## config.mk

```make
export PLATFORM = sky130hd
export DESIGN_NAME = ysyx_22041211_lsu_hs
export DESIGN_NICKNAME = d
export VERILOG_FILES = /design/src/rtl/ysyx_22041211_lsu_pkg.sv /design/src/rtl/ysyx_22041211_lsu_lane.sv /design/src/rtl/ysyx_22041211_lsu_hs.sv
export SDC_FILE = /design/constraint.sdc
export NUM_CORES = 1
export LEC_CHECK = 0
export CORE_ASPECT_RATIO = 1.5
export CORE_MARGIN = 2
export CORE_UTILIZATION = 60
export CTS_BUF_LIST = sky130_fd_sc_hd__clkbuf_8
export DETAILED_ROUTE_END_ITERATION = 10
export DONT_BUFFER_PORTS = 1
export PLACE_DENSITY_LB_ADDON = 0.2
export SLEW_MARGIN = 10
export SYNTH_ARGS = -nofsm -noshare
export SYNTH_HDL_FRONTEND = slang
export SYNTH_HIERARCHICAL = 1
export SYNTH_SLANG_ARGS = --single-unit
```

## constraint.sdc

```tcl
create_clock -name clk -period 2 [get_ports clk]
set_input_delay 0.1 -clock clk [delete_from_list [all_inputs] [get_ports clk]]
set_output_delay 0.1 -clock clk [all_outputs]
set_load 0.02 [all_outputs]
```

## src/rtl/ysyx_22041211_lsu_pkg.sv

```systemverilog
// Shared encodings for the handshaked LSU: load/store type codes and FSM states.
// Helper used only when YSYX_22041211_LSU_ALIGN_CHECK_EN is defined.
package ysyx_22041211_lsu_pkg;

    localparam logic [2:0] LOAD_NONE = 3'b000;
    localparam logic [2:0] LOAD_LB   = 3'b001;
    localparam logic [2:0] LOAD_LBU  = 3'b010;
    localparam logic [2:0] LOAD_LH   = 3'b011;
    localparam logic [2:0] LOAD_LHU  = 3'b100;
    localparam logic [2:0] LOAD_LW   = 3'b101;

    localparam logic [1:0] STORE_NONE = 2'b00;
    localparam logic [1:0] STORE_SB   = 2'b01;
    localparam logic [1:0] STORE_SH   = 2'b10;
    localparam logic [1:0] STORE_SW   = 2'b11;

    typedef enum logic [1:0] {
        S_IDLE = 2'b00,
        S_REQ  = 2'b01,
        S_RESP = 2'b10,
        S_DONE = 2'b11
    } lsu_state_e;

    function automatic logic is_misaligned(input logic [2:0] lt, input logic [1:0] st,
                                           input logic [1:0] a);
        logic half;
        logic word;
        half = (lt == LOAD_LH) || (lt == LOAD_LHU) || (st == STORE_SH);
        word = (lt == LOAD_LW) || (st == STORE_SW);
        return (half && a[0]) || (word && (a != 2'b00));
    endfunction

endpackage

```

## src/rtl/ysyx_22041211_lsu_lane.sv

```systemverilog
// Combinational byte-lane logic: store data replication / strobes and load extract / extend.
module ysyx_22041211_lsu_lane
    import ysyx_22041211_lsu_pkg::*;
(
    input  logic [1:0]  offset_i,
    input  logic [1:0]  store_type_i,
    input  logic [31:0] store_data_i,
    input  logic [2:0]  load_type_i,
    input  logic [31:0] rdata_i,
    output logic [31:0] wdata_o,
    output logic [3:0]  wstrb_o,
    output logic [31:0] load_data_o
);

    logic [31:0] shifted;

    always_comb begin
        wdata_o = store_data_i;
        wstrb_o = 4'b0000;
        case (store_type_i)
            STORE_SB: begin
                wdata_o = {4{store_data_i[7:0]}};
                wstrb_o = 4'b0001 << offset_i;
            end
            STORE_SH: begin
                wdata_o = {2{store_data_i[15:0]}};
                wstrb_o = 4'b0011 << offset_i;
            end
            STORE_SW: wstrb_o = 4'b1111;
            default: ;
        endcase
    end

    // Bring the addressed byte/half down to bit 0; misaligned words lose their upper lanes.
    always_comb begin
        shifted = rdata_i >> {offset_i, 3'b000};
        case (load_type_i)
            LOAD_LB:  load_data_o = {{24{shifted[7]}}, shifted[7:0]};
            LOAD_LBU: load_data_o = {24'h0, shifted[7:0]};
            LOAD_LH:  load_data_o = {{16{shifted[15]}}, shifted[15:0]};
            LOAD_LHU: load_data_o = {16'h0, shifted[15:0]};
            default:  load_data_o = shifted;
        endcase
    end

endmodule

```

## src/rtl/ysyx_22041211_lsu_hs.sv

```systemverilog
// Handshaked load/store unit between EXU and WBU with split request/response memory port.
// Optional misaligned-access trap enabled by YSYX_22041211_LSU_ALIGN_CHECK_EN.
module ysyx_22041211_lsu_hs
    import ysyx_22041211_lsu_pkg::*;
#(
    parameter int unsigned DATA_LEN = 32,
    parameter int unsigned ADDR_LEN = 32,
    parameter int unsigned TMO_CYC  = 255
) (
    input  logic                clk,
    input  logic                rst,
    input  logic                in_valid,
    output logic                in_ready,
    input  logic                wd_i,
    input  logic [4:0]          wreg_i,
    input  logic [DATA_LEN-1:0] alu_result_i,
    input  logic [DATA_LEN-1:0] mem_wdata_i,
    input  logic [2:0]          load_type_i,
    input  logic [1:0]          store_type_i,
    input  logic [DATA_LEN-1:0] csr_wdata_i,
    output logic                out_valid,
    input  logic                out_ready,
    output logic                wd_o,
    output logic [4:0]          wreg_o,
    output logic [DATA_LEN-1:0] wdata_o,
    output logic [DATA_LEN-1:0] csr_wdata_o,
    output logic                err_o,
    output logic                req_valid,
    input  logic                req_ready,
    output logic [ADDR_LEN-1:0] req_addr,
    output logic                req_wen,
    output logic [DATA_LEN-1:0] req_wdata,
    output logic [3:0]          req_wstrb,
    input  logic                rsp_valid,
    output logic                rsp_ready,
    input  logic [DATA_LEN-1:0] rsp_rdata,
    input  logic                rsp_err
);

    localparam logic [31:0] TmoLast = 32'(TMO_CYC - 1);

    lsu_state_e          state_q;
    logic [ADDR_LEN-1:0] addr_q;
    logic [DATA_LEN-1:0] sdata_q;
    logic [2:0]          lt_q;
    logic [1:0]          st_q;
    logic [31:0]         cnt_q;
    logic                wd_q;
    logic [4:0]          wreg_q;
    logic [DATA_LEN-1:0] wdata_q;
    logic [DATA_LEN-1:0] csr_q;
    logic                err_q;

    logic                is_load;
    logic                is_mem;
    logic [1:0]          st_eff;
    logic                misalign;
    logic [DATA_LEN-1:0] ld_data;

    // Load wins when both types are set, so the store type is squashed at accept.
    assign is_load = load_type_i != LOAD_NONE;
    assign st_eff  = is_load ? STORE_NONE : store_type_i;
    assign is_mem  = is_load || (st_eff != STORE_NONE);

`ifdef YSYX_22041211_LSU_ALIGN_CHECK_EN
    assign misalign = is_misaligned(load_type_i, st_eff, alu_result_i[1:0]);
`else
    assign misalign = 1'b0;
`endif

    ysyx_22041211_lsu_lane u_lane (
        .offset_i     (addr_q[1:0]),
        .store_type_i (st_q),
        .store_data_i (sdata_q),
        .load_type_i  (lt_q),
        .rdata_i      (rsp_rdata),
        .wdata_o      (req_wdata),
        .wstrb_o      (req_wstrb),
        .load_data_o  (ld_data)
    );

    always_ff @(posedge clk) begin
        if (rst) begin
            state_q <= S_IDLE;
            addr_q  <= '0;
            sdata_q <= '0;
            lt_q    <= LOAD_NONE;
            st_q    <= STORE_NONE;
            cnt_q   <= '0;
            wd_q    <= 1'b0;
            wreg_q  <= '0;
            wdata_q <= '0;
            csr_q   <= '0;
            err_q   <= 1'b0;
        end else begin
            case (state_q)
                S_IDLE: if (in_valid) begin
                    addr_q  <= alu_result_i[ADDR_LEN-1:0];
                    sdata_q <= mem_wdata_i;
                    lt_q    <= load_type_i;
                    st_q    <= st_eff;
                    wreg_q  <= wreg_i;
                    csr_q   <= csr_wdata_i;
                    wdata_q <= alu_result_i;
                    wd_q    <= wd_i && (st_eff == STORE_NONE);
                    err_q   <= 1'b0;
                    cnt_q   <= '0;
                    if (!is_mem) begin
                        state_q <= S_DONE;
                    end else if (misalign) begin
                        state_q <= S_DONE;
                        err_q   <= 1'b1;
                        wd_q    <= 1'b0;
                        wdata_q <= '0;
                    end else begin
                        state_q <= S_REQ;
                    end
                end
                S_REQ: if (req_ready) begin
                    state_q <= S_RESP;
                    cnt_q   <= '0;
                end
                S_RESP: begin
                    if (rsp_valid) begin
                        if (lt_q != LOAD_NONE) wdata_q <= ld_data;
                        err_q   <= rsp_err;
                        if (rsp_err) wd_q <= 1'b0;
                        state_q <= S_DONE;
                    end else if ((TMO_CYC != 0) && (cnt_q == TmoLast)) begin
                        err_q   <= 1'b1;
                        wd_q    <= 1'b0;
                        wdata_q <= '0;
                        state_q <= S_DONE;
                    end else begin
                        cnt_q <= cnt_q + 32'd1;
                    end
                end
                S_DONE: if (out_ready) begin
                    state_q <= S_IDLE;
                    err_q   <= 1'b0;
                end
                default: state_q <= S_IDLE;
            endcase
        end
    end

    assign in_ready    = state_q == S_IDLE;
    assign req_valid   = state_q == S_REQ;
    assign rsp_ready   = state_q == S_RESP;
    assign out_valid   = state_q == S_DONE;
    assign req_addr    = {addr_q[ADDR_LEN-1:2], 2'b00};
    assign req_wen     = st_q != STORE_NONE;
    assign wd_o        = wd_q;
    assign wreg_o      = wreg_q;
    assign wdata_o     = wdata_q;
    assign csr_wdata_o = csr_q;
    assign err_o       = err_q;

endmodule

```

==> metrics, run 1 <==
Arr. time, crit path=2.43 ns; Yosys reg bits=174; via count=8,766; PnR Total Power=13.8 mW; Vias/cell=6.38; root buffer cell=clkbuf_8; vias in the first global route=7,818; TritonCTS Buffers=17; CTS tree=built; Final Non-Filler Cells=1,375; total wire length=30.7 mm; routed len/inst=22.3 um; DRC=0; worst hold-check path type=input port to register; clock slew at reported path FFs=0.10 ns; DP Wirelength=20.0 mm; period utilization=103%; synthesized area=8820 um^2; crit path launch type=register; initial antenna violation count=0; FP Rows=54; CP delay by family, top=simple AND/OR/NAND/NOR gates; first-pass GRT wire length=41.7 mm; asr flop ratio synth=0%; clk sinks=174; worst endpoint required time=2.36 ns; Initial Utilization=61.0%; CTS max path bufs=2; final setup violation count=15; largest net degree at the start of global routing=161; Clock Latency Late Sink=0.47 ns; die width=103 um; Worst Setup End Kind=register; status=finished with violations; min cycle time layout=2.06 ns; Yosys top cell area share=39.5%; fin area=10,900 um^2; critical path's largest stage delay=0.43 ns; final-report max-slew violation count=0; distinct cell type count after synthesis=73; die area=15,700 um^2; Leak=4.25 nW; fmax=485 MHz; Core Region=14,500 um^2; PD cells=1270 nW/um^2; H-tree levels=4; Die H=152 um; Worst slew margin=61.6%; placed cell area=9360 um^2; DR pass1 iterations=9; CP Cell Sequence=and4_4 > nand4_2 > o211ai_4 > and3_4 > buf_6 > clkbuf_16 > nor2_4 > a211oi_2; Placer Congestion=0.932; cell accounting for the most synthesized area=dfxtp_1; peak supply drop=852 uV; DP Worst Slack=-0.106 ns; placed cell count=1,288; Post-synth EDFFs=0; largest cells by area after synthesis=dfxtp_1 (40%), nand2_1 (11%), a21oi_1 (8.0%), buf_4 (4.0%), a211oi_2 (4.0%); layout cells sized above 1=26.2%; syn avg cell area=7.96 um^2; critical path type=register to register; total grt overflow=0; synthesized netlist cell count=1,107; register area share after synthesis=39.5%; top fanout value on the critical path=6; failing checks=hold timing, setup timing; Buffers on Ports=0; Slowest-stage cell, CP=dfxtp_1; Yosys warning count=6; boundary pin count=290; Min Hold Slack=-0.281 ns; final hold violations=142; Detail Route Antenna Nets=0; RSZ-0062 raised after global routing=true; NumNets Final=1,322; Iteration-0 DRC Markers=876; Layout area overhead=24.0%; All-Layer GR Usage=34.2%; clock skew=0.0234 ns; Max Cap Viol=0; top_reg_cell synth=dfxtp_1; final worst setup slack=-0.0623 ns; CP bufs+invs=2; Slew @ Worst Pin=0.576 ns
## Yosys cell counts (2+ instances only)
master     count
a22o_1         8
o22ai_1        9
and4_1         2
nor2b_1       12
nand3_1       13
a311oi_1       9
and3_2         3
or3_1          3
a21boi_0       2
nand2b_1       3
a31oi_1        4
o21a_1         2
a22oi_1       40
a211oi_2      28
nor3_1        15
nand2_1      249
nor2_1        67
nor4_1         8
o21ba_2        2
o2bb2ai_1      6
nand4_1        4
buf_1         11
and3_1         7
a21oi_1      141
a41oi_1        8
buf_4         47
a211oi_1      17
and4_2         2
mux2_2         2
dfxtp_1      174
buf_6          5
mux2i_1       20
o21ai_0       44
a21o_1        11
ha_1          11
and2_1         5
buf_2          6
clkbuf_1      51
inv_1         22
## routing by layer
| layer | share of wire, % | track usage [%] | wire, um | up-vias |
|---|---|---|---|---|
| li1 | - | - | - | 3981 |
| met2 | 50 | 58.6 | 15400 | 516 |
| met5 | 0 | 0 | 0 | - |
| met1 | 35 | 37.6 | 10800 | 4131 |
| met4 | 6.2 | 18.0 | 1910 | 0 |
| met3 | 8.5 | 9.04 | 2620 | 138 |
## sequential cells by signal (all words and copies together) (netlist names)
signal / flops
addr_q: 32
cnt_q: 32
csr_wdata_o: 32
err_o: 1
lt_q: 3
sdata_q: 32
st_q: 2
state_q: 2
wd_o: 1
wdata_o: 32
wreg_o: 5
## cells in the final DEF, fill, tap and decap left out, drive strengths merged, types with 3 or more instances in the layout
master       instances
a311oi               9
a211oi              45
o22ai                9
o2bb2ai              6
and3                10
nor2                69
nand2b               4
clkbuf              24
mux2i               20
a21o                12
a22oi               40
dlygate4sd3         17
inv                 30
nor3                17
a31oi                4
a22o                 8
buf                134
or3                  3
nand3               14
nor2b               12
ha                  11
and2                 6
and4                 4
dfxtp              174
clkinv               5
o21ai               45
nor4                 9
a21oi              141
nand4                6
a41oi                8
nand2              249
## power by group
group | total [mW] | switching, mW | internal (mW)
logic | 5.88 | 3.22 | 2.66
clock network | 2.61 | 1.54 | 1.07
registers | 5.34 | 1.22 | 4.12
## stage by stage
stage,utilization [%],setup TNS [ns]
after floorplan,-,-0.923
after global placement,64.7,-0.0737
after detailed placement,64.7,-2.08
after CTS,69.9,-0.673
after global routing,75.6,-2.34
final,75.6,-0.331
## kinds of logic (layout without fill, tap and decap cells)
| group | after synthesis | after routing | synth area share, % |
|---|---|---|---|
| simple gates | 409 | 410 | 21.0 |
| mux | 22 | 22 | 2.53 |
| buf+inv | 143 | 212 | 8.61 |
| compound gates | 346 | 346 | 26.6 |
| other cells | 1 | 3 | 0.0425 |
| flops | 174 | 174 | 39.5 |
| fa+ha+maj | 11 | 11 | 1.56 |
| xor+xnor | 1 | 1 | 0.0994 |
## worst paths after layout
| check | to | depth (start not counted) | slack [ns] | startpoint |
|---|---|---|---|---|
| worst min-delay path | wd_o | 1 | -0.28 | rst |
| worst min register to register | sdata_q[16] | 2 | 0.46 | sdata_q[16] |
| worst max-delay path | wdata_o[16] | 8 | -0.06 | cnt_q[7] |
| worst max register to register | wdata_o[16] | 8 | -0.06 | cnt_q[7] |
## layout make-up
cell class / count / area [um^2]
Antenna cell: 1 / 2.50
Clock buffer: 17 / 234
Clock inverter: 15 / 186
Fill cell: 1059 / 3520
Inverter: 22 / 87.6
Multi-Input combinational cell: 792 / 5070
Sequential cell: 174 / 3510
Tap cell: 196 / 245
Timing Repair Buffer: 158 / 1600
## what timing repair did
| action | in CTS | in global routing |
|---|---|---|
| hold endpoints to repair | 163 | 146 |
| hold buffers | 13 | 4 |
| endpoints found under the setup margin | 86 | 103 |
| gates resized for setup | 34 | 114 |
| setup buffers | 6 | 19 |
| gates cloned | 2 | 11 |
| pin swaps | 10 | 48 |
(Power assumes the default switching activity.)
==> run 2: changes to the inputs <==
- clock period: 2 -> 2.1 ns (I/O delays scaled with it)
==> metrics, run 2 (same netlist as run 1, synthesis figures left out) <==
Clock Latency Late Sink=0.46 ns; Min Hold Slack=-0.273 ns; largest net degree at the start of global routing=161; root buffer cell=clkbuf_8; worst endpoint required time=2.48 ns; final-report max-slew violation count=0; final worst setup slack=-0.00523 ns; status=finished with violations; failing checks=hold timing, setup timing; fill count=1,223; CTS tree=built; sequential cell area=3500 um^2; Layout area overhead=14.0%; H-tree levels=4; worst hold-check path type=input port to register; critical path type=register to register; Arr. time, crit path=2.48 ns; crit path launch=cnt_q[8]; clock skew=0.0122 ns; total wire length=28.0 mm; crit path launch type=register; fmax=475 MHz; Vias/cell=6.27; worst hold path startpoint=rst; initial antenna violation count=1; DR pass1 iterations=6; final hold violations=139; first-pass GRT wire length=40.5 mm; origin of the critical flop-to-flop path=cnt_q[8]; boundary pin count=290; die area=15,700 um^2; hold_buf cts=19; Detail Route Antenna Nets=0; Core Region=14,500 um^2; top fanout value on the critical path=24; layout cells sized above 1=19.6%; CTS max path bufs=2; clock slew at reported path FFs=0.10 ns; min cycle time layout=2.11 ns; area of the multi-input gates=4760 um^2; NumNets Final=1,278; commonest non-fill, non-tap cell in the layout=nand2_1; TritonCTS Buffers=17; Iteration-0 DRC Markers=738; routed len/inst=21.1 um; DRC=0; peak supply drop=764 uV; Worst Setup End Kind=register; Initial Utilization=61.0%; Placer Congestion=0.956; PD cells=1200 nW/um^2; Max Cap Viol=0; final setup violation count=2; via count=8,344; period utilization=100%; FP Rows=54; sum of negative setup slack=-0.00845 ns; RSZ-0062 raised after global routing=true; die width=103 um; DP Worst Slack=-0.112 ns; DP Wirelength=19.9 mm; Die H=152 um; vias in the first global route=7,580; Leak=3.81 nW; clk sinks=174; total grt overflow=0; commonest cells after routing, fill and taps aside=nand2_1 (247), dfxtp_1 (165), a21oi_1 (139), buf_4 (81), nor2_1 (62); All-Layer GR Usage=33.3%; Buffers on Ports=0
run 2: power by group:
| part | leakage [nW] | internal (mW) | switching, mW |
|---|---|---|---|
| logic | 2.18 | 1.85 | 2.68 |
| clock network | 0.204 | 1.10 | 1.34 |
| registers | 1.43 | 3.92 | 1.14 |
| total | 3.81 | 6.87 | 5.17 |
run 2: area by class of cell:
cell class | count | area share, %
Multi-Input combinational cell | 792 | 47.3
Sequential cell | 174 | 34.8
Timing Repair Buffer | 114 | 10.6
Tap cell | 196 | 2.44
Clock buffer | 17 | 2.33
Clock inverter | 15 | 1.74
Inverter | 22 | 0.821
Antenna cell | 1 | 0.0249
run 2: routing by layer:
layer,vias up,routed length [um],track usage (%)
met4,0,1770,21.6
met5,-,0,0
met3,102,2340,8.67
met1,3909,9830,36.9
met2,434,14100,55.0
li1,3899,-,-
run 2: final timing paths:
path / depth (start not counted) / slack, ns / endpoint
max: 8 / -0.005 / wdata_o[6]
min: 1 / -0.27 / wdata_o[27]
max reg2reg: 8 / -0.005 / wdata_o[6]
min reg2reg: 2 / 0.46 / sdata_q[16]
run 2: per-stage QoR:
stage	power [mW]	instances	instance area (um^2)	utilization, %
after global routing	12.6	1331	10100	69.5
after detailed placement	9.22	1269	9150	63.3
after global placement	9.10	1269	9150	63.3
after floorplan	8.10	1108	8840	-
final	12.0	1331	10100	69.5
after CTS	11.7	1320	9800	67.8
run 2: worst max-delay path, stage by stage (launching register included):
cell	delay, ns
dfxtp_1	0.34
nor4_2	0.35
nand4_1	0.19
buf_4	0.20
o211ai_4	0.18
and3_4	0.29
buf_12	0.19
nor2_1	0.07
a211oi_2	0.21
run 2: what timing repair did:
item	in CTS	in global routing
setup buffers	0	7
cloned	0	3
hold endpoints to repair	171	148
resized for setup	14	37
pin swaps	1	9
setup endpoints to repair	68	83
==> run 3: changes to the inputs <==
- SYNTH_HIERARCHICAL: 1 -> not set
==> metrics, run 3 <==
asr flop ratio synth=0%; top fanout value on the critical path=5; Final Non-Filler Cells=1,310; commonest non-fill, non-tap cell in the layout=nand2_1; die width=101 um; fin area=10,100 um^2; worst hold-check path type=input port to register; Max Cap Viol=0; register area share after synthesis=41.4%; Worst Setup End Kind=register; final worst setup slack=-0.0243 ns; H-tree levels=4; Yosys top cell area share=41.4%; CTS max path bufs=2; FP Rows=53; Initial Utilization=60.6%; crit path launch type=register; status=finished with violations; layout cells sized above 1=17.6%; DRC=0; most frequent cells after synthesis=nand2_1 (238), dfxtp_1 (174), a21oi_1 (152), nor2_1 (71), clkbuf_1 (52); clock slew at reported path FFs=0.11 ns; Buffers on Ports=0; Layout area overhead=20.3%; sum of negative setup slack=-0.0836 ns; area of the multi-input gates=4530 um^2; Core Region=13,900 um^2; distinct cell type count after synthesis=53; Detail Route Antenna Nets=0; initial antenna violation count=1; Yosys reg bits=174; total wire length=26.7 mm; Clock Latency Late Sink=0.48 ns; syn avg cell area=7.75 um^2; cell accounting for the most synthesized area=dfxtp_1; total grt overflow=0; placed cell count=1,221; met2 usage=55.4%; Vias/cell=6.24; Reg2Reg Depth=8; vias in the first global route=7,353; RSZ-0062 raised after global routing=true; fill count=1,068; top_reg_cell synth=dfxtp_1; DP Wirelength=17.3 mm; DR pass1 iterations=5; via count=8,175; final hold violations=136; commonest cells after routing, fill and taps aside=nand2_1 (237), dfxtp_1 (166), a21oi_1 (147), buf_4 (84), nor2_1 (69); Post-synth EDFFs=0; synthesized netlist cell count=1,085; peak supply drop=673 uV; Slew @ Worst Pin=0.565 ns; All-Layer GR Usage=32.0%; Die H=149 um; grt met3 use=9.56%; final-report max-slew violation count=0; largest cells by area after synthesis=dfxtp_1 (41%), nand2_1 (11%), a21oi_1 (9.1%), buf_4 (3.7%), nor2_1 (3.2%); busiest layer in global routing=met2; WHS Path Cells=1; synthesized area=8410 um^2; CTS tree=built; fmax=471 MHz; Iteration-0 DRC Markers=424; worst endpoint required time=2.47 ns; clock skew=0.0269 ns; failing checks=hold timing, setup timing; clk sinks=174; Placer Congestion=0.899; Arr. time, crit path=2.49 ns; Min Hold Slack=-0.293 ns; min cycle time layout=2.12 ns; root buffer cell=clkbuf_8; first-pass GRT wire length=37.7 mm; Yosys warning count=0; final setup violation count=6; routed len/inst=20.4 um; PD cells=1150 nW/um^2; Worst slew margin=62.2%; most numerous cell in the Yosys netlist=nand2_1; placed cell area=8760 um^2; critical path type=register to register; largest net degree at the start of global routing=148; NumNets Final=1,288; Leak=3.75 nW; period utilization=101%; sequential cell area=3500 um^2; die area=15,000 um^2; R2R Setup Slk=-0.02 ns; met1 GRT Util=35.1%; TritonCTS Buffers=17; boundary pin count=290
==> run 3: cell type report <==
class / instances / area share [%]
Sequential cell: 174 / 34.6
Timing Repair Buffer: 141 / 13.1
Clock inverter: 15 / 2.12
Tap cell: 165 / 2.04
Inverter: 26 / 0.989
Multi-Input combinational cell: 770 / 44.8
Clock buffer: 17 / 2.31
Antenna cell: 2 / 0.0495
==> run 3: cells by family after synthesis <==
family                     synth area share [%]
muxes                                      2.77
DFF                                        41.4
AOI/OAI and AO/OA                          21.7
xor gates and xnor gates                  0.834
adders and majority gates                  1.79
buffers and inverters                      8.45
other                                    0.0446
and+or+nand+nor                            23.0
==> run 3: routing by layer <==
layer | share of wire (%) | vias to the layer above
li1 | - | 3848
met1 | 36 | 3856
met2 | 51 | 392
met3 | 8.2 | 79
met4 | 4.4 | 0
met5 | 0 | -
==> run 3: final timing paths <==
path	start	endpoint
hold reg to reg	sdata_q[26]	sdata_q[26]
hold / removal	rst	err_o
setup reg to reg	state_q[1]	cnt_q[15]
setup / recovery	state_q[1]	cnt_q[15]
==> run 3: where the power goes <==
part,internal (mW),switching (mW)
sequential,3.97,1.24
clock,0.950,1.54
combinational,1.60,2.32
==> run 3: through the flow <==
step                power (mW)  hold slack, ns  util, %  setup WS (ns)
finish                    11.6          -0.293     73.0        -0.0243
global route              12.2          -0.328     73.0         -0.106
CTS                       11.2          -0.311     69.0        -0.0622
detailed placement        8.60           0.185     63.2         -0.240
global placement          8.54           0.181     63.2         -0.158
floorplan                 7.64           0.241        -       0.000671
==> run 3: worst max-delay path, cell delays in order (launching register included) <==
cell and delay [ns]:
dfxtp_2 0.34, buf_4 0.13, ha_1 0.21, or3_4 0.45, a211o_4 0.33, buf_6 0.14, buf_4 0.13, o21ai_1 0.21
a21oi_2 0.09
==> run 3: timing repair <==
item                                    4_1_cts  5_1_grt
endpoints found under the hold margin       157      131
gates cloned                                  1        4
buffers inserted                              5        4
endpoints found under the setup margin       61      107
pin swaps                                    25       21
hold buffers                                 21       20
gates resized for setup                      26       56
